## src/rtl/vram_write_arbiter_if.sv

```systemverilog
// Requester beat bus plus the registered framebuffer write port shared with vga_adapter.
// slave is the arbiter side; master is the drawer side that also observes the write port.
interface vram_write_arbiter_if #(
  parameter int NREQ = 3,
  parameter int XW   = 10,
  parameter int YW   = 9,
  parameter int CW   = 9
);
  logic [NREQ-1:0]    req_valid;
  logic [NREQ-1:0]    req_last;
  logic [NREQ*XW-1:0] req_x;
  logic [NREQ*YW-1:0] req_y;
  logic [NREQ*CW-1:0] req_color;
  logic [NREQ-1:0]    req_ready;

  logic [XW-1:0]      vga_x;
  logic [YW-1:0]      vga_y;
  logic [CW-1:0]      vga_color;
  logic               vga_write;

  modport slave (
    input  req_valid, req_last, req_x, req_y, req_color,
    output req_ready,
    output vga_x, vga_y, vga_color, vga_write
  );

  modport master (
    output req_valid, req_last, req_x, req_y, req_color,
    input  req_ready,
    input  vga_x, vga_y, vga_color, vga_write
  );
endinterface

```

## src/rtl/vram_write_arbiter.sv

```systemverilog
// Burst-granular round-robin arbiter for the single framebuffer write port.
// Non-maze drawers are held off until maze_done; beats pass through one register stage.
module vram_write_arbiter #(
  parameter int NREQ = 3,
  parameter int XW   = 10,
  parameter int YW   = 9,
  parameter int CW   = 9
) (
  input  logic                  clock,
  input  logic                  resetn,
  input  logic                  maze_done,
  vram_write_arbiter_if.slave   bus,
  output logic [NREQ-1:0]       grant,
  output logic                  busy
);

  localparam int PW = (NREQ > 1) ? $clog2(NREQ) : 1;

  localparam logic [0:0] IDLE = 1'b0;
  localparam logic [0:0] HOLD = 1'b1;

  logic [0:0]      state;
  logic [PW-1:0]   rr_ptr;
  logic [PW-1:0]   rr_next;
  logic [NREQ-1:0] elig;
  logic            found;
  logic [PW-1:0]   winner;
  logic [PW:0]     idx;

  logic            xfer;
  logic            xfer_last;
  logic [XW-1:0]   sel_x;
  logic [YW-1:0]   sel_y;
  logic [CW-1:0]   sel_color;

  always_comb begin
    for (int unsigned i = 0; i < NREQ; i++) begin
      elig[i] = bus.req_valid[i] & ((i == 0) | maze_done);
    end
  end

  // Search upward from rr_ptr with an explicit wrap instead of a modulo.
  always_comb begin
    found  = 1'b0;
    winner = '0;
    idx    = '0;
    for (int unsigned k = 0; k < NREQ; k++) begin
      idx = {1'b0, rr_ptr} + (PW+1)'(k);
      if (idx >= (PW+1)'(NREQ)) begin
        idx = idx - (PW+1)'(NREQ);
      end
      if (!found && elig[idx[PW-1:0]]) begin
        found  = 1'b1;
        winner = idx[PW-1:0];
      end
    end
  end

  assign rr_next = (winner == PW'(NREQ - 1)) ? '0 : winner + PW'(1);

  // Grant is one-hot or zero, so a priority-free OR mux suffices.
  always_comb begin
    sel_x     = '0;
    sel_y     = '0;
    sel_color = '0;
    for (int unsigned i = 0; i < NREQ; i++) begin
      if (grant[i]) begin
        sel_x     = bus.req_x[i*XW +: XW];
        sel_y     = bus.req_y[i*YW +: YW];
        sel_color = bus.req_color[i*CW +: CW];
      end
    end
  end

  assign xfer          = |(bus.req_valid & grant);
  assign xfer_last     = |(bus.req_valid & bus.req_last & grant);
  assign bus.req_ready = grant;
  assign busy          = |grant;

  always_ff @(posedge clock or negedge resetn) begin
    if (!resetn) begin
      state  <= IDLE;
      grant  <= '0;
      rr_ptr <= '0;
    end else begin
      case (state)
        IDLE: begin
          if (found) begin
            grant  <= {{(NREQ-1){1'b0}}, 1'b1} << winner;
            rr_ptr <= rr_next;
            state  <= HOLD;
          end
        end
        HOLD: begin
          if (xfer_last) begin
            grant <= '0;
            state <= IDLE;
          end
        end
      endcase
    end
  end

  always_ff @(posedge clock or negedge resetn) begin
    if (!resetn) begin
      bus.vga_write <= 1'b0;
      bus.vga_x     <= '0;
      bus.vga_y     <= '0;
      bus.vga_color <= '0;
    end else begin
      bus.vga_write <= xfer;
      if (xfer) begin
        bus.vga_x     <= sel_x;
        bus.vga_y     <= sel_y;
        bus.vga_color <= sel_color;
      end
    end
  end

endmodule
```

## src/flat_wrapper.sv

```systemverilog
// flat-port wrapper written by rule: the top's interface ports become plain ports
module vram_write_arbiter_flat 
#(
  parameter int NREQ = 3,
  parameter int XW   = 10,
  parameter int YW   = 9,
  parameter int CW   = 9
)
  (clock, resetn, maze_done, grant, busy, bus_req_valid, bus_req_last, bus_req_x, bus_req_y, bus_req_color, bus_req_ready, bus_vga_x, bus_vga_y, bus_vga_color, bus_vga_write);
  vram_write_arbiter_if #(.NREQ(NREQ), .XW(XW), .YW(YW), .CW(CW)) bus_i ();
  input  logic clock;
  input  logic resetn;
  input  logic maze_done;
  output logic [NREQ-1:0] grant;
  output logic busy;
  input wire logic [$bits(bus_i.req_valid)-1:0] bus_req_valid;
  input wire logic [$bits(bus_i.req_last)-1:0] bus_req_last;
  input wire logic [$bits(bus_i.req_x)-1:0] bus_req_x;
  input wire logic [$bits(bus_i.req_y)-1:0] bus_req_y;
  input wire logic [$bits(bus_i.req_color)-1:0] bus_req_color;
  output wire logic [$bits(bus_i.req_ready)-1:0] bus_req_ready;
  output wire logic [$bits(bus_i.vga_x)-1:0] bus_vga_x;
  output wire logic [$bits(bus_i.vga_y)-1:0] bus_vga_y;
  output wire logic [$bits(bus_i.vga_color)-1:0] bus_vga_color;
  output wire logic [$bits(bus_i.vga_write)-1:0] bus_vga_write;
  assign bus_i.req_valid = bus_req_valid;
  assign bus_i.req_last = bus_req_last;
  assign bus_i.req_x = bus_req_x;
  assign bus_i.req_y = bus_req_y;
  assign bus_i.req_color = bus_req_color;
  assign bus_req_ready = bus_i.req_ready;
  assign bus_vga_x = bus_i.vga_x;
  assign bus_vga_y = bus_i.vga_y;
  assign bus_vga_color = bus_i.vga_color;
  assign bus_vga_write = bus_i.vga_write;
  vram_write_arbiter #(.NREQ(NREQ), .XW(XW), .YW(YW), .CW(CW)) u_core (.clock(clock), .resetn(resetn), .maze_done(maze_done), .bus(bus_i), .grant(grant), .busy(busy));
endmodule
```

## config.mk

```make
export PLATFORM = sky130hd
export DESIGN_NAME = vram_write_arbiter_flat
export DESIGN_NICKNAME = d
export VERILOG_FILES = /design/src/rtl/vram_write_arbiter_if.sv /design/src/rtl/vram_write_arbiter.sv /design/src/flat_wrapper.sv
export SDC_FILE = /design/constraint.sdc
export NUM_CORES = 1
export LEC_CHECK = 0
export BUFFER_PORTS_ARGS = -buffer_cell sky130_fd_sc_hd__buf_2
export CELL_PAD_IN_SITES_DETAIL_PLACEMENT = 1
export CELL_PAD_IN_SITES_GLOBAL_PLACEMENT = 1
export CORE_UTILIZATION = 32
export CTS_BUF_LIST = sky130_fd_sc_hd__clkbuf_4
export DETAILED_ROUTE_END_ITERATION = 10
export GPL_TIMING_DRIVEN = 0
export PLACE_DENSITY = 0.88
export SLEW_MARGIN = 20
export SYNTH_ARGS = -nofsm -noshare
export SYNTH_HDL_FRONTEND = slang
export SYNTH_SLANG_ARGS = --single-unit
```

## constraint.sdc

```tcl
create_clock -name clock -period 4.1 [get_ports clock]
set_clock_uncertainty 0.15 [all_clocks]
set_input_delay 1.025 -clock clock [delete_from_list [all_inputs] [get_ports clock]]
set_output_delay 1.025 -clock clock [all_outputs]
set_load 0.03 [all_outputs]
```

==> results of run 1 <==
Yosys cell counts, types with 2 or more instances:
| cell type | instances |
|---|---|
| o21ai_0 | 29 |
| a21oi_1 | 29 |
| nand4b_1 | 2 |
| o22a_1 | 2 |
| nor3b_1 | 2 |
| a22oi_1 | 27 |
| nand2_1 | 30 |
| buf_4 | 3 |
| nand3b_1 | 2 |
| dfrtp_1 | 35 |
| nand3_1 | 3 |
| or3_4 | 2 |
| a22o_1 | 2 |
| ha_1 | 3 |
| inv_1 | 5 |
| nor2_1 | 28 |
| and4b_1 | 5 |
| clkbuf_1 | 20 |
final cells by class:
cell class              instances  area share [%]
multi-input cells             180           36.82
flip-flops and latches         35           31.01
repair buffers                128           22.68
plain buffers                  23           3.456
well taps                      75           3.323
clock buffers                   6           1.595
inverters                       5          0.6646
clock inverters                 2          0.4431
worst register-to-register path, cell delays in order (launching register included):
cell and delay, ns:
dfrtp_1 0.37, inv_1 0.08, ha_1 0.38, and4b_1 0.22, or3_4 0.41, o22a_1 0.23, o22a_1 0.26, mux2_4 0.28
stage by stage:
stage / instance area (um2) / setup WS (ns)
final: 2824 / 1.078
after global placement: 2766 / 1.110
after CTS: 2824 / 1.054
after global routing: 2824 / 0.9730
after floorplan: 2032 / 1.535
after detailed placement: 2766 / 1.059
per-layer routing:
metal	wire length, um	vias up	share of wire [%]	global-route usage (%)
met5	0	-	0	0
met2	3792	85	52	43.83
met4	40	0	0.55	4.211
met1	2971	1113	41	25.76
li1	-	1151	-	-
met3	505	6	6.9	4.556
registers in the layout (all words and copies together), names as in the netlist:
register	count
u_core.bus.vga_write	1
u_core.bus.vga_y	9
u_core.bus.vga_color	9
u_core.bus.req_ready	3
u_core.state	1
u_core.bus.vga_x	10
u_core.rr_ptr	2
path summary, 6_finish.rpt:
kind	slack [ns]	cells after the start	to
setup / recovery	1.08	4	busy
hold / removal	0.34	2	u_core.bus.vga_y[2]$_DFFE_PN0P_
setup reg to reg	1.61	7	u_core.rr_ptr[1]$_DFFE_PN0P_
hold reg to reg	0.34	2	u_core.bus.vga_y[2]$_DFFE_PN0P_
max in group asynchronous	2.67	1	u_core.state$_DFF_PN0_
min in group asynchronous	0.62	1	u_core.bus.vga_x[0]$_DFFE_PN0P_
power breakdown:
part | switching, W | leakage, nW | internal, W
Clock | 0.000121 | 0.0317 | 0.0000728
Sequential | 0.0000883 | 0.457 | 0.000499
Combinational | 0.000937 | 0.984 | 0.000453
Total | 0.00115 | 1.47 | 0.00102
logic make-up after synthesis:
family,count (synthesis),synth area share [%]
fa+ha+maj,3,1.847
mux,1,0.7387
flops,35,43.10
buf+inv,28,5.727
simple gates,79,18.84
compound gates,97,29.74
==> results.py, run 1 <==
metrics = {
    "clock_tree": {
        "clockBufferDepth": 2,
        "hold_buffers": 0,
        "cts_sinks": 35,
        "post_cts_resize_count": 0,
        "cts_tree": "yes",
        "htree_num_levels": 2,
        "cts_setup_buffers": 0,
        "clk_latency_ns": 0.33,
        "numCtsBuffers": 5,
        "cts.clk_slew.worst_paths_ns": 0.12,
        "clockRootBuffer": "clkbuf_4",
    },
    "finish": {
        "mostFrequentLayoutCells": "buf_2, dfrtp_1, nand2_1",
        "nNetsFinal": 474,
        "n_antenna_cell": 0,
        "area_growth_pct": 38.98,
        "layout-drive-gt1-share_pct": 37.99,
        "fin_util_pct": 46.86,
        "seqCellArea_um2": 875.8,
        "multi_input_area_um2": 1040,
        "final_common_cell": "buf_2",
        "finalNonFillerCells": 454,
        "fill_cells": 792,
    },
    "logic_synthesis": {
        "syn_nets": 339,
        "async_reset_ff_share_pct": 100.0,
        "yosys_register_bits": 35,
        "yosys.cell_types.count": 32,
        "synth.cell_area_um2": 2032,
        "ys_dominant_reg_cell": "dfrtp_1",
        "yosysSeqAreaShare_pct": 43.10,
        "synth.top_cell.area_share_pct": 43.10,
        "synth_warnings": 0,
        "ys_top_cells_by_area": "dfrtp_1, a22oi_1, a21oi_1, o21ai_0, nand2_1",
        "synth_edf_count": 0,
        "syn_inst": 243,
        "avgSynthCellArea_um2": 8.362,
        "yosysTopAreaCell": "dfrtp_1",
    },
    "place": {
        "dp_hpwl_um": 5630,
        "place_inst": 446,
        "io_buffers": 128,
        "gp_congestion": 0.7460,
    },
    "pwr": {
        "p_leak_nw": 1.473,
        "ir_drop_mv": 0.3041,
        "finalPower_w": 0.002171,
        "power.density_nw_per_um2": 768.7,
    },
    "timing": {
        "grt_setup_unrepaired": "false",
        "fin_setup_tns_ns": 0,
        "period_share_pct": 73.70,
        "hold_viol": 0,
        "period_needed_ns": 3.022,
        "setup_viol_count_final": 0,
        "drv_slew": 0,
        "worst_pin_slew_ns": 0.8029,
        "holdWs_ns": 0.3383,
        "max_slew_margin_pct": 46.47,
        "fmax_ghz": 0.3310,
    },
    "global_route": {
        "antenna_found_initial": 0,
        "grt_pass1_vias": 2412,
        "grt_pass1_wl_um": 11410,
        "grt_max_degree": 36,
        "track_usage_pct": 22.74,
        "grt-ovfl-total": 0,
    },
    "die": {
        "io_pins": 129,
        "row_count": 28,
        "die_y_um": 81.69,
        "dieArea_um2": 6672,
        "start_util_pct": 33.72,
        "die_width_um": 81.69,
        "coreArea_um2": 6026,
    },
    "worst_setup_path": {
        "critPathBufInv": 3,
        "start_kind": "flop",
        "r2r-start": "u_core.rr_ptr[0]$_DFFE_PN0P_",
        "path_delay_family": "buffers and inverters",
        "path_cells": "clkbuf_1 -> clkbuf_1 -> or3_1 -> buf_2",
        "critPathLaunch": "u_core.bus.req_ready[1]$_DFFE_PN0P_",
        "cp_data_required_time_ns": 2.92,
        "path_max_fanout": 10,
        "worst_path_most_repeated_cell": "clkbuf_1",
        "worstSetupEndpointType": "output port",
        "cp_slowest_cell": "dfrtp_1",
        "slowest_delay_ns": 0.44,
        "crit_arrival_ns": 1.85,
        "critPathKind": "reg -> out",
    },
    "detailed_routing": {
        "detail_route.first_pass.iterations": 6,
        "vias": 2355,
        "post_drt_via_cell_ratio": 5.187,
        "drc": 0,
        "drt-initial-drc-count": 73,
        "ant_nets": 0,
        "wirelength_um": 7309,
        "wire_per_inst_um": 16.10,
    },
    "run": {
        "max_cap_viol_count": 0,
    },
    "hold_path": {
        "min_from": "u_core.bus.vga_y[2]$_DFFE_PN0P_",
        "min_path_type": "reg -> reg",
    },
    "outcome": {
        "status": "finished clean",
    },
}
(Power assumes the default switching activity.)
==> run 2, diff against run 1 <==
Settings changed: CORE_UTILIZATION 32 to 27, PLACE_DENSITY 0.88 to 0.79.
Clock period 4.1 ns to 2.4 ns, I/O delays scaled along.
==> results.py, run 2 (synthesis gave the netlist of run 1 again) <==
metrics = {
    "outcome": {
        "status": "finished clean",
    },
    "detailed_routing": {
        "drt-initial-drc-count": 85,
        "vias": 2398,
        "wire_per_inst_um": 15.23,
        "wirelength_um": 7310,
        "post_drt_via_cell_ratio": 4.996,
        "ant_nets": 0,
        "detail_route.first_pass.iterations": 4,
        "drc": 0,
    },
    "clock_tree": {
        "numCtsBuffers": 5,
        "cts_tree": "yes",
        "htree_num_levels": 2,
        "hold_buffers": 0,
        "cts.clk_slew.worst_paths_ns": 0.12,
        "clockBufferDepth": 2,
        "clk_latency_ns": 0.34,
        "clockRootBuffer": "clkbuf_4",
        "cts_sinks": 35,
    },
    "global_route": {
        "antenna_found_initial": 0,
        "grt_pass1_wl_um": 11080,
        "track_usage_pct": 18.77,
        "grt_max_degree": 36,
        "grt-ovfl-total": 0,
        "grt_pass1_vias": 2340,
    },
    "die": {
        "die_width_um": 88.75,
        "coreArea_um2": 7253,
        "dieArea_um2": 7877,
        "start_util_pct": 28.01,
        "die_y_um": 88.75,
        "io_pins": 129,
        "row_count": 31,
    },
    "finish": {
        "multi_input_area_um2": 1067,
        "finalNonFillerCells": 480,
        "n_antenna_cell": 0,
        "final_common_cell": "buf_2",
        "area_growth_pct": 43.78,
        "mostFrequentLayoutCells": "buf_2, dfrtp_1, nand2_1",
        "reg.largest.list": "u_core.bus.vga_x (10), u_core.bus.vga_color (9), u_core.bus.vga_y (9)",
        "nNetsFinal": 476,
        "largest_register": "u_core.bus.vga_x",
        "fill_cells": 930,
        "seqCellArea_um2": 878.3,
        "fin_util_pct": 40.28,
        "layout-drive-gt1-share_pct": 42.26,
        "largest_register_ffs": 10,
    },
    "worst_setup_path": {
        "start_kind": "flop",
        "critPathKind": "reg -> reg",
        "r2r_cells": 6,
        "cp_data_required_time_ns": 2.48,
        "worstSetupEndpointType": "flop",
        "path_max_fanout": 6,
        "crit_arrival_ns": 2.44,
    },
    "pwr": {
        "finalPower_w": 0.003811,
        "ir_drop_mv": 0.4990,
        "power.density_nw_per_um2": 1304,
        "p_leak_nw": 1.512,
    },
    "timing": {
        "drv_slew": 0,
        "period_share_pct": 98.08,
        "hold_viol": 0,
        "max_slew_margin_pct": 46.24,
        "worst_pin_slew_ns": 0.8064,
        "fin_setup_tns_ns": 0,
        "fmax_ghz": 0.4248,
        "period_needed_ns": 2.354,
        "setup_viol_count_final": 0,
    },
    "place": {
        "place_inst": 470,
        "dp_hpwl_um": 5513,
        "gp_congestion": 0.7432,
        "io_buffers": 128,
    },
    "run": {
        "max_cap_viol_count": 0,
    },
    "hold_path": {
        "min_path_type": "in -> async",
    },
}
==> run 2: final cells by class <==
cell class / count / share of cell area [%]
clock buffer: 5 / 1.285
buffer: 21 / 3.769
tap: 99 / 4.240
multi-input combinational: 180 / 36.53
inverter: 5 / 0.6424
sequential: 35 / 30.06
clock inverter: 3 / 0.5139
timing repair buffer: 132 / 22.96
==> run 2: final timing paths <==
path	startpoint	endpoint	slack, ns
hold / removal	resetn	u_core.bus.vga_x[0]$_DFFE_PN0P_	0.17
setup reg to reg	u_core.rr_ptr[1]$_DFFE_PN0P_	u_core.rr_ptr[1]$_DFFE_PN0P_	0.05
hold reg to reg	u_core.bus.vga_y[1]$_DFFE_PN0P_	u_core.bus.vga_y[1]$_DFFE_PN0P_	0.33
min in group clock	u_core.bus.vga_y[1]$_DFFE_PN0P_	u_core.bus.vga_y[1]$_DFFE_PN0P_	0.33
setup / recovery	u_core.rr_ptr[1]$_DFFE_PN0P_	u_core.rr_ptr[1]$_DFFE_PN0P_	0.05
max in group asynchronous	resetn	u_core.bus.req_ready[2]$_DFFE_PN0P_	1.35
==> run 2: power by group <==
part           switching, W  total [W]  internal, W
clock network      0.000209   0.000318     0.000109
registers          0.000171    0.00103     0.000855
logic               0.00159    0.00247     0.000874
==> run 2: critical path: stages, from the launching register on <==
cell and delay (ns):
dfrtp_2 0.46, ha_4 0.27, and4b_1 0.20, or3_4 0.42, o22a_1 0.21, o22a_1 0.26, mux2_4 0.28
==> run 2: repair_timing <==
item	4_1_cts	5_1_grt
resized for setup	8	13
setup buffers	0	4
setup endpoints to repair	16	28
pin swaps	0	5
hold endpoints to repair	0	0
==> run 2: routing by layer <==
layer / GRT usage, % / share of wire, %
met5: 0 / 0
met1: 21.26 / 42
met4: 3.666 / 0.79
met2: 35.66 / 51
met3: 4.478 / 6.1
==> run 2: metrics by stage <==
step	hold slack (ns)	setup WS [ns]	instance area, um2
after CTS	0.2113	0.01576	2872
after floorplan	0.1544	0.1125	2032
after global placement	0.3071	-0.2133	2796
after global routing	0.2287	-0.005225	2922
final	0.1725	0.04607	2922
after detailed placement	0.3166	-0.2126	2796
==> run 3, diff against run 2 <==
Settings changed: MAX_ROUTING_LAYER from default to met4.
==> results.py, run 3 (synthesis gave the netlist of run 1 again) <==
metrics = {
    "finish": {
        "mostFrequentLayoutCells": "buf_2, dfrtp_1, nand2_1",
        "n_antenna_cell": 0,
        "fin_util_pct": 40.28,
        "fill_cells": 930,
        "reg.largest.list": "u_core.bus.vga_x (10), u_core.bus.vga_color (9), u_core.bus.vga_y (9)",
        "final_common_cell": "buf_2",
        "layout-drive-gt1-share_pct": 42.26,
        "area_growth_pct": 43.78,
        "seqCellArea_um2": 878.3,
        "largest_register": "u_core.bus.vga_x",
        "multi_input_area_um2": 1067,
        "nNetsFinal": 476,
        "largest_register_ffs": 10,
    },
    "detailed_routing": {
        "detail_route.first_pass.iterations": 5,
        "ant_nets": 0,
        "drt-initial-drc-count": 81,
        "post_drt_via_cell_ratio": 4.985,
        "wire_per_inst_um": 15.24,
        "drc": 0,
        "wirelength_um": 7317,
        "vias": 2393,
    },
    "die": {
        "die_width_um": 88.75,
        "dieArea_um2": 7877,
        "row_count": 31,
        "io_pins": 129,
        "coreArea_um2": 7253,
        "die_y_um": 88.75,
        "start_util_pct": 28.01,
    },
    "timing": {
        "fin_setup_tns_ns": 0,
        "hold_viol": 0,
        "period_needed_ns": 2.347,
        "fmax_ghz": 0.4260,
        "setup_viol_count_final": 0,
        "period_share_pct": 97.80,
        "max_slew_margin_pct": 46.15,
        "drv_slew": 0,
        "setup_slack_ns": 0.05273,
        "worst_pin_slew_ns": 0.8078,
        "holdWs_ns": 0.1731,
    },
    "place": {
        "gp_congestion": 0.7526,
        "dp_hpwl_um": 5513,
        "io_buffers": 128,
        "dp_slack_ns": -0.2126,
    },
    "worst_setup_path": {
        "worstSetupEndpointType": "flop",
        "worstReg2RegEnd": "u_core.rr_ptr[1]$_DFFE_PN0P_",
        "critPathKind": "reg -> reg",
        "cp_data_required_time_ns": 2.48,
        "rrSetupSlack_ns": 0.05,
        "r2r-start": "u_core.rr_ptr[1]$_DFFE_PN0P_",
        "path_max_fanout": 6,
        "r2r_cells": 6,
        "start_kind": "flop",
        "crit_arrival_ns": 2.43,
    },
    "clock_tree": {
        "clk_latency_ns": 0.34,
        "cts_tree": "yes",
        "clockRootBuffer": "clkbuf_4",
        "clockBufferDepth": 2,
        "cts_sinks": 35,
        "numCtsBuffers": 5,
        "htree_num_levels": 2,
        "cts.clk_slew.worst_paths_ns": 0.12,
    },
    "pwr": {
        "p_clk_share_pct": 8.4,
        "combPwrFrac_pct": 64.7,
        "switching_share_pct": 51.76,
        "sequentialPowerShare_pct": 26.9,
        "power.density_nw_per_um2": 1304,
        "p_switching_w": 0.001972,
        "ir_drop_mv": 0.5005,
        "p_leak_nw": 1.512,
        "intPower_w": 0.001838,
    },
    "hold_path": {
        "min_path_type": "in -> async",
    },
    "global_route": {
        "track_usage_pct": 19.33,
        "grt_max_degree": 36,
        "grt_pass1_wl_um": 11080,
        "grt-ovfl-total": 0,
        "grt_pass1_vias": 2338,
        "antenna_found_initial": 0,
    },
    "run": {
        "max_cap_viol_count": 0,
    },
    "outcome": {
        "status": "finished clean",
    },
}
## run 3: cell counts in the layout (fill, tap and decap cells not counted)
Identical to the previous run, type by type.
## run 3: power by group through the flow
stage | clock [W] | sequential [W] | combinational [W]
finish | 0.000320 | 0.00103 | 0.00246
global route | 0.000351 | 0.00107 | 0.00272
CTS | 0.000334 | 0.00103 | 0.00240
detailed placement | 0 | 0.00102 | 0.00238
global placement | 0 | 0.00101 | 0.00231
floorplan | 0 | 0.00147 | 0.00116
## run 3: metrics by stage
| stage | total power [W] | instances | area, um2 |
|---|---|---|---|
| floorplan | 0.002636 | 243 | 2032 |
| global placement | 0.003315 | 470 | 2796 |
| CTS | 0.003765 | 476 | 2872 |
| global route | 0.004137 | 480 | 2922 |
| detailed placement | 0.003400 | 470 | 2796 |
| finish | 0.003810 | 480 | 2922 |
## run 3: final cells by class
cell class	count	area share (%)
Tap cell	99	4.240
Sequential cell	35	30.06
Clock inverter	3	0.5139
Timing Repair Buffer	132	22.96
Multi-Input combinational cell	180	36.53
Buffer	21	3.769
Inverter	5	0.6424
Clock buffer	5	1.285
## run 3: worst max-delay path by stage
stage | startpoint | end | slack, ns | depth (start not counted)
finish | u_core.rr_ptr[1]$_DFFE_PN0P_ | u_core.rr_ptr[1]$_DFFE_PN0P_ | 0.05 | 6
global route | u_core.rr_ptr[1]$_DFFE_PN0P_ | u_core.bus.req_ready[0]$_DFFE_PN0P_ | -0.005 | 7
CTS | u_core.rr_ptr[0]$_DFFE_PN0P_ | u_core.rr_ptr[1]$_DFFE_PN0P_ | 0.02 | 7
detailed placement | bus_req_valid[1] | u_core.bus.vga_color[4]$_DFFE_PN0P_ | -0.21 | 5
global placement | bus_req_valid[1] | u_core.bus.vga_color[4]$_DFFE_PN0P_ | -0.21 | 5
floorplan | u_core.rr_ptr[1]$_DFFE_PN0P_ | u_core.rr_ptr[1]$_DFFE_PN0P_ | 0.11 | 6
## run 3: repair_timing
action                                  in CTS  in global routing
pin swaps                                    0                  5
hold buffers                                 0                  0
buffers inserted                             0                  4
resized for setup                            8                 13
endpoints found under the setup margin      16                 28
## run 3: worst max-delay path, cell delays in order (launching register included)
cell and delay (ns):
dfrtp_2 0.46, ha_4 0.27, and4b_1 0.20, or3_4 0.41, o22a_1 0.21, o22a_1 0.26
mux2_4 0.28
## run 3: metal layers
metal	routed length, um	part of all wire (%)	track usage [%]
met1	3108	42	21.44
met2	3718	51	35.59
met3	432	5.9	4.198
met4	58	0.79	3.666
met5	0	0	-
